$ cat config.mk
export PLATFORM = sky130hd
export DESIGN_NAME = ureg_dff
export DESIGN_NICKNAME = d
export VERILOG_FILES = /design/src/rtl/ureg_pkg.sv /design/src/rtl/ureg_next.sv /design/src/rtl/ureg_dff.sv
export SDC_FILE = /design/constraint.sdc
export NUM_CORES = 1
export LEC_CHECK = 0
export ABC_AREA = 1
export CAP_MARGIN = 20
export CORE_MARGIN = 2
export CORE_UTILIZATION = 40
export DETAILED_ROUTE_END_ITERATION = 10
export PLACE_DENSITY = 0.7
export SKIP_CTS_REPAIR_TIMING = 1
export SYNTH_ARGS = -nofsm -noshare
export SYNTH_HDL_FRONTEND = slang
export SYNTH_SLANG_ARGS = --single-unit
$ cat constraint.sdc
create_clock -name clk -period 1.7 [get_ports clk]
set_input_delay 0.34 -clock clk [delete_from_list [all_inputs] [get_ports clk]]
set_output_delay 0.34 -clock clk [all_outputs]
set_load 0.02 [all_outputs]
$ cat src/rtl/ureg_pkg.sv
// rtl/ureg_pkg.sv - mode encodings shared by the universal register and its next-state logic
package ureg_pkg;

  typedef logic [2:0] mode_t;

  localparam mode_t MODE_HOLD = 3'b000;
  localparam mode_t MODE_LOAD = 3'b001;
  localparam mode_t MODE_SHL  = 3'b010;
  localparam mode_t MODE_SHR  = 3'b011;
  localparam mode_t MODE_ROL  = 3'b100;
  localparam mode_t MODE_ROR  = 3'b101;
  localparam mode_t MODE_INV  = 3'b110;
  localparam mode_t MODE_SET  = 3'b111;

endpackage

$ cat src/rtl/ureg_next.sv
// rtl/ureg_next.sv - combinational next-state function of the universal register
module ureg_next
  import ureg_pkg::*;
#(
  parameter int WIDTH = 8
) (
  input  logic [WIDTH-1:0] q,
  input  logic [WIDTH-1:0] d,
  input  mode_t            mode,
  input  logic             sin_l,
  input  logic             sin_r,
  output logic [WIDTH-1:0] next_q
);

  logic [WIDTH-1:0] shl_q;
  logic [WIDTH-1:0] shr_q;
  logic [WIDTH-1:0] rol_q;
  logic [WIDTH-1:0] ror_q;

  // A one-bit register has no interior slice: shifts take the serial input, rotates hold.
  generate
    if (WIDTH == 1) begin : g_narrow
      assign shl_q = sin_l;
      assign shr_q = sin_r;
      assign rol_q = q;
      assign ror_q = q;
    end else begin : g_wide
      assign shl_q = {q[WIDTH-2:0], sin_l};
      assign shr_q = {sin_r, q[WIDTH-1:1]};
      assign rol_q = {q[WIDTH-2:0], q[WIDTH-1]};
      assign ror_q = {q[0], q[WIDTH-1:1]};
    end
  endgenerate

  always_comb begin
    next_q = q;
    case (mode)
      MODE_HOLD: next_q = q;
      MODE_LOAD: next_q = d;
      MODE_SHL:  next_q = shl_q;
      MODE_SHR:  next_q = shr_q;
      MODE_ROL:  next_q = rol_q;
      MODE_ROR:  next_q = ror_q;
      MODE_INV:  next_q = ~q;
      MODE_SET:  next_q = {WIDTH{1'b1}};
      default:   next_q = q;
    endcase
  end

endmodule

$ cat src/rtl/ureg_dff.sv
// rtl/ureg_dff.sv - WIDTH-bit universal register with true/complement outputs and change flag
module ureg_dff
  import ureg_pkg::*;
#(
  parameter int               WIDTH     = 8,
  parameter logic [WIDTH-1:0] RESET_VAL = {WIDTH{1'b0}}
) (
  input  logic             clk,
  input  logic             R_n,
  input  logic             R,
  input  logic             en,
  input  mode_t            mode,
  input  logic [WIDTH-1:0] D,
  input  logic             sin_l,
  input  logic             sin_r,
  output logic [WIDTH-1:0] Q,
  output logic [WIDTH-1:0] Qn,
  output logic             sout_l,
  output logic             sout_r,
  output logic             changed
);

  logic [WIDTH-1:0] mode_q;
  logic [WIDTH-1:0] q_d;

  ureg_next #(
    .WIDTH (WIDTH)
  ) u_next (
    .q      (Q),
    .d      (D),
    .mode   (mode),
    .sin_l  (sin_l),
    .sin_r  (sin_r),
    .next_q (mode_q)
  );

  // Clear outranks enable, which outranks the mode function.
  always_comb begin
    q_d = Q;
    if (R) begin
      q_d = RESET_VAL;
    end else if (en) begin
      q_d = mode_q;
    end
  end

  always_ff @(posedge clk or negedge R_n) begin
    if (!R_n) begin
      Q       <= RESET_VAL;
      Qn      <= ~RESET_VAL;
      changed <= 1'b0;
    end else begin
      Q       <= q_d;
      Qn      <= ~q_d;
      changed <= (q_d != Q);
    end
  end

  assign sout_l = Q[WIDTH-1];
  assign sout_r = Q[0];

endmodule
# Word level (Yosys, flattened, before mapping)
# Index checks and enable logic that the tools add are counted.
totals:
  ff_bits: 17
  input_bits: 17
  out_inout_bits: 19
  wordCells: 17
op_classes:
  eq_ne: 8
  n_mux: 3
  bitwise_logic: 2
  reduce_logical: 1
ops:
  columns: ["cell", "n"]
  rows:
  - ["case mux 8 bit (8 select lines)", 1]
  - ["two-way mux 8 bit", 2]
  - ["inverter 8 bit", 2]
  - ["== test 3 bit, second input constant", 4]
  - ["inequality test 8 bit", 1]
  - ["== test 3 x 2 -> 1 bit, second input constant", 2]
  - ["== test 3 x 1 -> 1 bit, second input constant", 1]
  - ["zero test 3 bit", 1]

# Logic depth before layout (Yosys ltp)
# Gate-level depths: netlist of the first run.
logic_depth:
  word_depth: 5
  ltp_mapped: 15
  ltp_nobuf: 14

# Cells and area by module
# From an unflattened synthesis of the first run, not the netlist that was laid out.
unflattened:
  hier_cells: 219
  hier_area_um2: 1420.1
modules_own_cells:
  columns: ["module", "n_inst", "cells_per_inst", "area_per_inst_um2", "seq_area_each_um2"]
  rows:
  - ["ureg_dff", 1, 105, 835.8, 435.4]
  - ["ureg_next", 1, 114, 584.3, 0.0]

# Least setup slack after synthesis of the first run
# Ideal clock, no wire load.
synth_path:
  path_type: "in2reg"
  start: "input mode[0]"
  end: "register changed"
  setup_ns: 0.119
  t_arrival_ns: 1.324
  t_required_ns: 1.581
  path_slack_ns: 0.257
  path_stages: 15
  path_buffers: 1
  path_cell_list: "buf_6 -> nor2_4 -> nand2_1 -> nand2_2 -> nand2_1 -> nand2_1 -> inv_1 -> nand2_2 -> nand2_2 -> nand2_1 -> nand2_1 -> clkinv_1 -> nand2_1 -> nor2_1 -> nand2_1"
synth_between:
  elab_chain_cells: 5
  elab_cells_between_ends: 12
  cone_classes: "8 x eq/ne; 3 x mux; 1 x reduce/logical"
synth_lines:
  columns: ["element", "line", "text"]
  rows:
  - ["start, declared", "ureg_dff.sv:12", "input mode_t mode,"]
  - ["== test 3 bit (tied with other cells)", "ureg_next.sv:37", "case (mode)"]
  - ["case mux 8 bit (8 select lines) (*)", "ureg_next.sv:37", null]
  - ["two-way mux 8 bit (*)", "ureg_dff.sv:42", "end else if (en) begin"]
  - ["two-way mux 8 bit (*)", "ureg_dff.sv:40", "if (R) begin"]
  - ["inequality test 8 bit (*)", "ureg_dff.sv:55", "changed <= (q_d != Q);"]
  - ["end signal, assigned", "ureg_dff.sv:55", null]
  - ["end, declared", "ureg_dff.sv:20", "output logic changed"]
# Mark *: on every way between the ends. The rest lies on a longest branch, timed or not.

# Worst setup path after layout of the first run
layout_path:
  start: "input mode[2]"
  end: "register changed"
# The elaborated chain is that of the path after synthesis.

==> flow_summary_export.csv, run 1 <==
group,metric,value,unit
pwr,ir_drop,400.6,uV
pwr,clkPwrFrac,19.9,%
yosys,yosysWarnings,0,
yosys,synthAdderAreaFrac,0,%
sta,hold_viol,0,
setup_path,start_kind,"input pin",
setup_path,worstPathArrival,1950,ps
clock_tree,clockRootBuffer,"clkbuf_4",
yosys,synth-simple-area-share,43.90,%
clock_tree,cts_buffer_depth,2,
pwr,p_switching,0.4090,mW
clock_tree,cts-htree-levels,1,
pwr,power.leakage,1.082,nW
pwr,pwr-share-seq,41.6,%
placed_design,dp.cells,256,
yosys,ys_seq_elements,17,
setup_path,critPathKind,"input pin to register",
route,wirelength,3476,um
layout,final_cells,260,
flow_run,cap_violations,0,
yosys,synthMuxAreaShare,0,%
setup_path,crit_end,"changed",
pwr,p_per_area,622.2,mW/mm^2
route,wl_met1,1376,um
setup_path,critPathCaptureType,"register",
setup_path,r2r_end,"changed",
run_status,violations,"DRC, setup timing",
pwr,internal-power,0.7323,mW
sta,rsz0062_at_grt,"yes",
floorplan,placeableCoreArea,0.002805,mm^2
yosys,syn_inst,175,
sta,fin_skew,9.995,ps
grt,grt_pass1_vias,1316,
layout,drive_gt1_share,29.26,%
setup_path,crit_required,1910,ps
yosys,ys_types,20,
layout,diodes,0,
route,top_layer,"met4",
layout,area_growth_syn_to_layout,52.87,%
route,wl_per_cell,13.37,um
clock_tree,clk_pin_slew,110,ps
layout,num-fill-cells,262,
sta,setup_violations,1,
yosys,seq_area_frac_synth,36.29,%
run_status,status,"finished, violations left",
pwr,power_frac_comb,38.5,%
route,first_pass_iters,7,
route,first_iter_violations,50,
setup_path,rr_worst_depth,11,
setup_path,path_cells,"clkdlybuf4s50_1, buf_4, buf_4, nand3_1, nand3_1, nor2_2, nand2_2, nand2_2, nand2_1, nand2_1, nand2_1, nor2_1, nand2_1",
sta,period_minus_slack,1739,ps
setup_path,cpPeakStageDelay,430,ps
sta,worst_slack,-39.39,ps
yosys,synth_compound_area_share,6.674,%
setup_path,cp-startpoint,"mode[2]",
floorplan,rows,19,
placed_design,io_buffers,35,
floorplan,die_height,58.77,um
layout,final_util,65.39,%
layout,layout_common_cells,"nand2_1, inv_1, dlymetal6s2s_1, buf_4, clkdlybuf4s50_1",
clock_tree,clkSinkCount,17,
route,ant_nets,0,
sta,fin_crit_sh,102.3,%
grt,grt_use_total,20.36,%
yosys,syn_nets,192,
setup_path,path_max_fanout,6,
yosys,synth_xor_area_share,0,%
min_path,hold_path_class,"input pin to async pin",
layout,final_common_cell,"nand2_1",
floorplan,dieArea,0.003454,mm^2
sta,relSlewSlack,70.21,%
route,wl_met2,1732,um
layout,design_area,0.001834,mm^2
layout,layout.nets,247,
grt,grt_max_degree,18,
route,vias_per_cell,5.188,
route,wl_met3,327,um
floorplan,die_x,58.77,um
pwr,sw_frac_of_total,35.84,%
clock_tree,numCtsBuffers,3,
setup_path,slowest_stage,"clkdlybuf4s50_1",
clock_tree,insertion_delay,300,ps
placed_design,dp.final_hpwl,2588,um
sta,tightest_slew,445.4,ps
yosys,synth_top_family_by_area,"simple AND/OR/NAND/NOR gates",
floorplan,initial_core_util,42.77,%
setup_path,r2r_slack,240,ps
setup_path,cp_common_cell,"nand2_1",
clock_tree,cts_tree,"done",
placed_design,gp_congestion,0.8484,
yosys,synth.avg_cell_area,6.857,um^2
grt,grt_first_pass_wirelength,5416,um
sta,fmax,0.5749,GHz
floorplan,ios,36,
sta,maxSlewViolCount,0,
route,num_vias,1349,
placed_design,dpl_cell_area,0.001698,mm^2
grt,antenna_found_initial,0,
setup_path,worstReg2RegStart,"Q[1]",
yosys,syn_area,0.001200,mm^2
grt,gr-total-overflow,0,
route,drcViolationCount,4,
logic make-up (layout without fill, tap and decap cells):
logic type	Yosys count	after routing
AO/OA/AOI/OAI	14	14
buffers and inverters	35	89
flip-flops	17	17
AND/OR/NAND/NOR	109	109
layer usage:
metal  vias up  track usage [%]
met4         0            6.818
met2        64            36.35
met1       619            23.45
met3         9            5.275
met5         -                0
li1        657                -
cells in the mapped netlist, drive strengths merged:
| cell | number | area [um^2] |
|---|---|---|
| a21oi | 11 | 62.56 |
| buf | 6 | 48.79 |
| clkinv | 1 | 3.750 |
| dfrtp | 9 | 225.2 |
| dfstp | 8 | 210.2 |
| inv | 28 | 105.1 |
| nand2 | 70 | 307.8 |
| nand3 | 16 | 95.09 |
| nand4 | 12 | 75.07 |
| nor2 | 11 | 48.80 |
| o211ai | 1 | 7.510 |
| o21ai | 2 | 10.01 |
worst min-delay path by stage:
stage | from | to | slack (ps) | cells after the start
after floorplan | R_n | Q[0] | 40 | 0
after global placement | R_n | Q[7] | 690 | 2
after detailed placement | R_n | Q[7] | 690 | 2
after CTS | R_n | Q[7] | 350 | 2
after global routing | R_n | Q[7] | 360 | 2
final | R_n | Q[7] | 350 | 2
worst max-delay path: cells and delay by family:
kind	cells	cell delay, ps
simple gates	10	840
buf+inv	3	760
power groups by stage:
stage                     clock network (mW)  logic [mW]  registers [mW]
after floorplan                            0       0.186           0.520
after global placement                     0       0.412           0.482
after detailed placement                   0       0.424           0.483
after CTS                              0.235       0.426           0.475
after global routing                   0.245       0.477           0.479
final                                  0.227       0.440           0.475
cell type report:
cell class              count  area (um^2)  area share, %
multi-input cells         123        663.1          36.15
repair buffers             56        561.8          30.63
flip-flops and latches     17        435.4          23.74
inverters                  29        108.9          5.934
well taps                  31        38.79          2.115
clock buffers               4        26.28          1.432
metrics by stage:
stage	hold slack [ps]	power [mW]	setup slack, ps	TNS, ps
2_1_floorplan	44.41	0.7067	257.3	0
3_3_place_gp	688.6	0.8937	-349.2	-2070
3_5_place_dp	687.7	0.9063	-409.5	-3076
4_1_cts	352.1	1.136	-92.91	-939.8
5_1_grt	360.5	1.201	-173.4	-173.4
6_report	348.3	1.141	-39.39	-39.39
sequential cells by signal, summed over array words and instances, names as in the netlist:
signal   flops
Q            8
Qn           8
changed      1
No activity file was read; power rests on OpenSTA's default activity.
==> run 2: changes to the inputs <==
- CORE_UTILIZATION: 40 -> 46
- PLACE_DENSITY: 0.7 -> 0.78
==> run 2 against run 1 <==
- the flow now finishes without violations
- non-clock buffer count is 2 lower
- sequential share of layout area is 0.89 points higher
- routed wire length is 10% lower
- final cell count is 1.2% lower
==> flow_summary_export.csv, run 2 (synthesis gave the netlist of run 1 again) <==
group,metric,value,unit
run_status,status,"finished clean",
setup_path,worstPathArrival,1280,ps
setup_path,worstReg2RegStart,"Q[1]",
sta,rsz0062_at_grt,"no",
setup_path,slowest_stage,"clkdlybuf4s50_1",
sta,setup_violations,0,
layout,multi_input_area,606.8,um^2
sta,fmax,0.6185,GHz
grt,grt_max_degree,18,
layout,design_area,0.001768,mm^2
placed_design,io_buffers,35,
pwr,ir_drop,450.9,uV
setup_path,r2r_end,"changed",
placed_design,dpl_cell_area,0.001674,mm^2
setup_path,r2r_slack,300,ps
placed_design,dp.cells,252,
setup_path,rr_worst_depth,11,
route,wl_per_cell,12.12,um
floorplan,rows,18,
setup_path,critPathKind,"register to primary output",
layout,reg_top3,"Q: 8 flops, Qn: 8 flops, changed: 1 flops",
route,num_vias,1277,
layout,layout_common_cells,"nand2_1, inv_1, dlymetal6s2s_1, buf_4, clkdlybuf4s50_1",
clock_tree,cts_buffer_depth,2,
pwr,p_per_area,635.1,mW/mm^2
route,drcViolationCount,0,
layout,final_cells,257,
flow_run,cap_violations,0,
clock_tree,cts_tree,"done",
floorplan,initial_core_util,48.43,%
sta,maxSlewViolCount,0,
sta,fin_skew,5.375,ps
sta,whs,355.7,ps
grt,antenna_found_initial,0,
grt,grt_pass1_vias,1196,
layout,layout.nets,245,
layout,final_common_cell,"nand2_1",
clock_tree,clkSinkCount,17,
sta,tightest_slew,378.2,ps
route,first_iter_violations,18,
grt,gr-total-overflow,0,
route,first_pass_iters,4,
floorplan,ios,36,
floorplan,dieArea,0.003033,mm^2
placed_design,dp.final_hpwl,2413,um
route,vias_per_cell,4.969,
clock_tree,clk_pin_slew,120,ps
floorplan,die_height,55.08,um
layout,diodes,0,
route,ant_nets,0,
sta,hold_viol,0,
layout,final_util,71.36,%
min_path,hold_path_class,"input pin to async pin",
setup_path,cp_num_buf_inv,1,
setup_path,path_cells,"clkdlybuf4s50_1",
layout,seq_area,435.4,um^2
pwr,power.leakage,1.080,nW
clock_tree,cts-htree-levels,1,
sta,period_minus_slack,1617,ps
placed_design,gp_congestion,0.9586,
sta,relSlewSlack,74.75,%
floorplan,placeableCoreArea,0.002477,mm^2
sta,fin_crit_sh,95.11,%
grt,grt_use_total,23.51,%
layout,area_growth_syn_to_layout,47.34,%
clock_tree,clockRootBuffer,"clkbuf_4",
setup_path,critPathTopFamily,"buffers and inverters",
layout,drive_gt1_share,24.23,%
grt,grt_first_pass_wirelength,5050,um
floorplan,die_x,55.08,um
setup_path,cpPeakStageDelay,610,ps
setup_path,critPathCaptureType,"primary output",
clock_tree,insertion_delay,300,ps
setup_path,crit_required,1360,ps
route,wirelength,3114,um
layout,num-fill-cells,212,
clock_tree,numCtsBuffers,3,
setup_path,path_max_fanout,1,
setup_path,start_kind,"register",
## run 2: metrics by stage
step	setup slack [ps]	power, mW	TNS, ps
2_1_floorplan	257.3	0.7067	0
3_3_place_gp	-397.0	0.8900	-3047
3_5_place_dp	-448.0	0.8999	-3697
4_1_cts	-131.5	1.130	-1059
5_1_grt	19.59	1.192	0
6_report	83.10	1.123	0
## run 2: area by class of cell
| class | instances | area share (%) |
|---|---|---|
| Clock inverter | 1 | 0.2831 |
| Timing Repair Buffer | 54 | 31.07 |
| Multi-Input combinational cell | 123 | 34.32 |
| Inverter | 29 | 6.299 |
| Sequential cell | 17 | 24.63 |
| Tap cell | 30 | 2.123 |
| Clock buffer | 3 | 1.274 |
## run 2: power breakdown
part	total, mW	switching (mW)	internal (mW)	leakage (nW)
Sequential	0.475	0.0273	0.448	0.198
Clock	0.235	0.148	0.0877	0.0177
Combinational	0.412	0.228	0.184	0.863
Total	1.12	0.403	0.720	1.08
## run 2: worst max path at each step
stage	end	slack, ps	cells after the start	start
2_1_floorplan	changed	260	15	mode[0]
3_3_place_gp	changed	-400	12	mode[1]
3_5_place_dp	changed	-450	14	mode[0]
4_1_cts	changed	-130	14	mode[0]
5_1_grt	changed	20	10	en
6_report	changed	80	1	changed
## run 2: routing by layer
metal	vias to the layer above	routed length, um	track usage (%)	share of wire [%]
li1	653	-	-	-
met1	580	1317	28.15	42
met2	38	1593	42.06	51
met3	6	157	3.226	5.0
met4	0	46	9.350	1.5
met5	-	0	0	0
==> variant 1 (flow settings as in run 2) <==
Put a register stage on the outputs `sout_l` and `sout_r`. The values now appear one clock later. The other outputs are not delayed to match.
--- a/src/rtl/ureg_dff.sv
+++ b/src/rtl/ureg_dff.sv
@@ -57,6 +57,8 @@
   end
 
-  assign sout_l = Q[WIDTH-1];
-  assign sout_r = Q[0];
+  always_ff @(posedge clk) begin
+    sout_l <= Q[WIDTH-1];
+    sout_r <= Q[0];
+  end
 
 endmodule
Behaviour: not the same (a bounded check fails within 4 cycles, from zero or initial values).
==> variant 1 against run 2 <==
Sequential cell count is 2 higher; sequential share of layout area is 2.0 points higher; total power grew 4.8%; cell count unchanged; cell area grew 1.2%; count of clock-buffer cells in the layout is the same; non-clock buffer count down 2; critical path depth rose by 9; wire length is 5.6% higher; synthesized area rose by 2.1%; worst setup slack gained 0.035 ns; critical path type is now primary input to flop; critical endpoint is now changed; largest power group unchanged.
==> variant 1: results (changes against run 2) <==
* Maximum clock path buffer count at 2 (unchanged)
* Prevailing post-synth register cell: dfrtp_1 (unchanged)
* Final number of hold-violating endpoints at 0 (unchanged)
* Synthesized area divided by synthesized cell count at 7.000 um^2 (was 6.857 um^2)
* Sequential-to-total area share from yosys stat at 38.82% (was 36.29%)
* Maximum number of pins on one net before global-route repair at 18 (unchanged)
* Ratio of cells with drive above 1 in the final layout at 23.35% (was 24.23%)
* Setup slack on the worst flop-to-flop path at 0.27 ns (was 0.30 ns)
* Length of the first detailed-routing pass in iterations at 4 (unchanged)
* Relative slew margins at 75.00% (was 74.75%)
* Mapped Nets at 192 (unchanged)
* Overall via count from detail_route at 1359 (was 1277)
* Number of inserted diodes at 0 (unchanged)
* NumNets Final at 245 (unchanged)
* Crit path max-delay cell type: clkdlybuf4s50_1 (unchanged)
* Final HPWL from detailed placement at 2431 um (was 2413 um)
* First-pass GRT wire length at 5740 um (was 5050 um)
* Reg-to-Reg Start: Q[3] (was Q[1])
* Worst setup slack after placement at -0.4620 ns (was -0.4480 ns)
* Clock buffers created by TritonCTS at 3 (unchanged)
* Top Registers: Q (8), Qn (8) (was Q (8), Qn (8), changed (1))
* Data arrival time at the worst-slack endpoint at 1.78 ns (was 1.28 ns)
* Detailed Route Iter0 Violations at 33 (was 18)
* Tot GR Track Use at 22.84% (was 23.51%)
* Standby leakage power at 1.056 nW (was 1.080 nW)
* Number of antenna violations at the first check in global routing at 0 (unchanged)
* Non-filler cells, final at 257 (unchanged)
* Final weighted congestion of routability-driven global placement at 0.9340 (was 0.9586)
* Hold WS at 0.3382 ns (was 0.3557 ns)
* Clock insertion delay at the later pin of the skew report at 0.30 ns (about the same)
* Endpoint of the worst-slack reg-to-reg timing path: changed (unchanged)
* Top post-synthesis cells by count: nand2_1, inv_1, nand3_1 (unchanged)
* Worst reg-to-reg path cell count at 12 (was 11)
* Max FO, Critical Path at 7 (was 1)
* Setup skew after layout at 0.004967 ns (was 0.005375 ns)
* Number of buffers added on ports at 35 (unchanged)
* Placed inst area at 1707 um^2 (was 1674 um^2)
* Type of the most critical hold path: primary input to async pin (unchanged)
* Number of library cell types mapped by synthesis at 21 (was 20)
* Wire length per cell after detailed routing at 12.79 um (was 12.12 um)
* Post-synth ARST share at 89.47% (was 100.0%)
* H-tree depth reported by CTS at 1 (unchanged)
* Clock-pin slew on the worst setup and hold paths at 0.12 ns (about the same)
* Status: completed (unchanged)
* Yosys warns at 0 (unchanged)
* Root Driver: clkbuf_4 (unchanged)
* Max incr delay on CP at 0.54 ns (was 0.61 ns)
* Top post-synthesis cells by area: dfrtp_1, dfstp_2, nand2_1, inv_1, nand2_2 (unchanged)
* Worst IR Drop VDD at 497.2 uV (was 450.9 uV)
## variant 1: worst max path at each step
stage / from / endpoint / slack, ns / cells after the start
2_1_floorplan: mode[0] / changed / 0.26 / 15
3_3_place_gp: mode[1] / changed / -0.42 / 15
3_5_place_dp: mode[0] / changed / -0.46 / 15
4_1_cts: mode[1] / changed / -0.15 / 15
5_1_grt: en / changed / 0.02 / 10
6_report: en / changed / 0.12 / 10
## variant 1: metrics by stage
| stage | power, mW | util [%] |
|---|---|---|
| CTS | 1.195 | 69.37 |
| detailed placement | 0.9502 | 68.27 |
| global placement | 0.9379 | 68.27 |
| global route | 1.259 | 71.57 |
| floorplan | 0.7539 | - |
| finish | 1.176 | 71.57 |
## variant 1: cells by family after synthesis
kind of cell	count (synthesis)	share of synthesized area [%]
buffers and inverters	33	11.64
AND/OR/NAND/NOR	109	43.00
AO/OA/AOI/OAI	14	6.538
flip-flops	19	38.82
## variant 1: worst max-delay path: cells and delay by family
family	cells	cell delay, ns
and+or+nand+nor	8	0.74
buffers and inverters	1	0.54
AOI/OAI and AO/OA	1	0.18
## variant 1: report_power, final
group / internal [mW] / switching (mW) / total, mW / leakage (nW)
logic: 0.182 / 0.230 / 0.412 / 0.824
registers: 0.499 / 0.0281 / 0.527 / 0.214
clock network: 0.0878 / 0.149 / 0.237 / 0.0177
## variant 1: cell type report
class	count	area, um^2
clock buffers	3	22.52
clock inverters	1	5.005
fillers	200	710.7
inverters	29	111.4
multi-input cells	123	606.8
flip-flops and latches	19	476.7
well taps	30	37.54
repair buffers	52	529.3
## variant 1: per-layer routing
metal	vias to the layer above	global-route usage, %	wire length (um)
met4	0	9.756	87
li1	654	-	-
met3	16	5.116	247
met5	-	0	0
met2	63	40.99	1658
met1	626	25.78	1294
==> variant 2 (flow settings as in run 2) <==
Made on the original files. `WIDTH` is set to 8 in 2 places; all go to 10.
--- a/src/rtl/ureg_next.sv
+++ b/src/rtl/ureg_next.sv
@@ -3,5 +3,5 @@
   import ureg_pkg::*;
 #(
-  parameter int WIDTH = 8
+  parameter int WIDTH = 10
 ) (
   input  logic [WIDTH-1:0] q,
--- a/src/rtl/ureg_dff.sv
+++ b/src/rtl/ureg_dff.sv
@@ -3,5 +3,5 @@
   import ureg_pkg::*;
 #(
-  parameter int               WIDTH     = 8,
+  parameter int               WIDTH     = 10,
   parameter logic [WIDTH-1:0] RESET_VAL = {WIDTH{1'b0}}
 ) (
Ports: changed (resized D, Q and Qn); port bits go from 36 to 42. The function was not compared with the original's and may differ.
==> variant 2 against run 2 <==
Worst setup slack lost 0.027 ns; first-iteration DRC count grew to 4.0 times the old value; total power grew 20%; wire length grew 28%; sequential share of layout area grew 0.86 points; cell area grew 20%; synthesized area grew 16%; die area grew 15%; critical path depth is the same; count of clock-buffer cells in the layout is the same; sequential cell count grew 4; critical path type unchanged; largest power group unchanged.
==> variant 2: results (changes against run 2) <==
* Status: completed (unchanged)
* Via count of the first global-routing pass at 1513 (was 1196)
* Mapped Nets at 229 (was 192)
* Wire length per cell after detailed routing at 13.05 um (was 12.12 um)
* NumNets Final at 294 (was 245)
* Reg-to-Reg Start: Q[8] (was Q[1])
* Placed inst area at 1983 um^2 (was 1674 um^2)
* Top post-synthesis cells by count: nand2_1, inv_1, nand3_1 (unchanged)
* Maximum number of pins on one net before global-route repair at 22 (was 18)
* Switching part of the total at 35.87% (was 35.86%)
* Global routing met3 resource utilization at 3.712% (was 3.226%)
* Number of library cell types mapped by synthesis at 17 (was 20)
* Worst setup slack after placement at -0.5329 ns (was -0.4480 ns)
* Standby leakage power at 1.295 nW (was 1.080 nW)
* Sequential-to-total area share from yosys stat at 38.67% (was 36.29%)
* Global routing met2 resource utilization at 43.81% (was 42.06%)
* Detailed Route Iter0 Violations at 72 (was 18)
* Clock insertion delay at the later pin of the skew report at 0.33 ns (was 0.30 ns)
* Ratio of cells with drive above 1 in the final layout at 22.63% (was 24.23%)
* First-pass GRT wire length at 6548 um (was 5050 um)
* Worst IR Drop VDD at 428.0 uV (was 450.9 uV)
* Count of fill cells added during filler insertion at 228 (was 212)
* Final weighted congestion of routability-driven global placement at 0.8539 (was 0.9586)
* Top Registers: Q (10), Qn (10), changed (1) (was Q (8), Qn (8), changed (1))
* Data arrival time at the worst-slack endpoint at 1.30 ns (was 1.28 ns)
## variant 2: changes by cell type in the layout (fill, tap and decap cells not counted), sizes merged, moves of 2 or more
cell,change
nor3,+2
clkdlybuf4s50,+2
dlymetal6s2s,+4
nor2,+2
dfrtp,+2
nand2,+13
buf,+6
inv,+8
nand4,+2
nand3,+3
dfstp,+2
## variant 2: worst max path at each step
stage	end	slack (ns)	from	cells past startpoint
2_1_floorplan	changed	0.26	mode[0]	12
3_3_place_gp	changed	-0.50	mode[1]	13
3_5_place_dp	changed	-0.53	mode[1]	13
4_1_cts	changed	-0.19	mode[1]	13
5_1_grt	changed	-0.04	en	10
6_report	changed	0.06	changed	1
## variant 2: worst reg2reg max path, delay by kind of cell (launching register included)
family / cells / cell delay (ns)
AND/OR/NAND/NOR: 9 / 0.74
flip-flops: 1 / 0.46
buffers and inverters: 1 / 0.14
## variant 2: per-stage QoR
stage               hold WS [ns]  std cells  setup TNS [ns]  power (mW)
floorplan                0.04441        210               0      0.8448
global placement          0.6798        301          -3.713       1.074
detailed placement        0.6794        301          -4.636       1.082
CTS                       0.3764        305          -1.738       1.332
global route              0.3562        305        -0.04222       1.424
finish                    0.3378        305               0       1.344
## variant 2: logic make-up (layout without fill, tap and decap cells)
logic type             Yosys count  in the layout  share of synthesized area (%)
AO/OA/AOI/OAI                   15             15                          5.396
buffers and inverters           42            106                          12.95
flip-flops                      21             21                          38.67
AND/OR/NAND/NOR                132            132                          42.99
## variant 2: metal layers
| layer | up-vias | share of wire [%] |
|---|---|---|
| met5 | - | 0 |
| met4 | 0 | 2.6 |
| met3 | 13 | 6.9 |
| met2 | 60 | 49 |
| met1 | 724 | 41 |
| li1 | 786 | - |
## variant 2: final cells by class
cell class | instances | area [um^2] | share of cell area (%)
flip-flops and latches | 21 | 539.3 | 25.49
multi-input cells | 147 | 714.4 | 33.77
clock buffers | 3 | 22.52 | 1.064
clock inverters | 1 | 5.005 | 0.2365
repair buffers | 66 | 660.6 | 31.22
well taps | 31 | 38.79 | 1.833
inverters | 36 | 135.1 | 6.387
## variant 2: power groups by stage
| stage | clock [mW] | sequential (mW) | combinational [mW] |
|---|---|---|---|
| after global placement | 0 | 0.599 | 0.475 |
| after global routing | 0.288 | 0.594 | 0.543 |
| final | 0.265 | 0.588 | 0.490 |
| after floorplan | 0 | 0.643 | 0.201 |
| after detailed placement | 0 | 0.599 | 0.483 |
| after CTS | 0.256 | 0.591 | 0.485 |
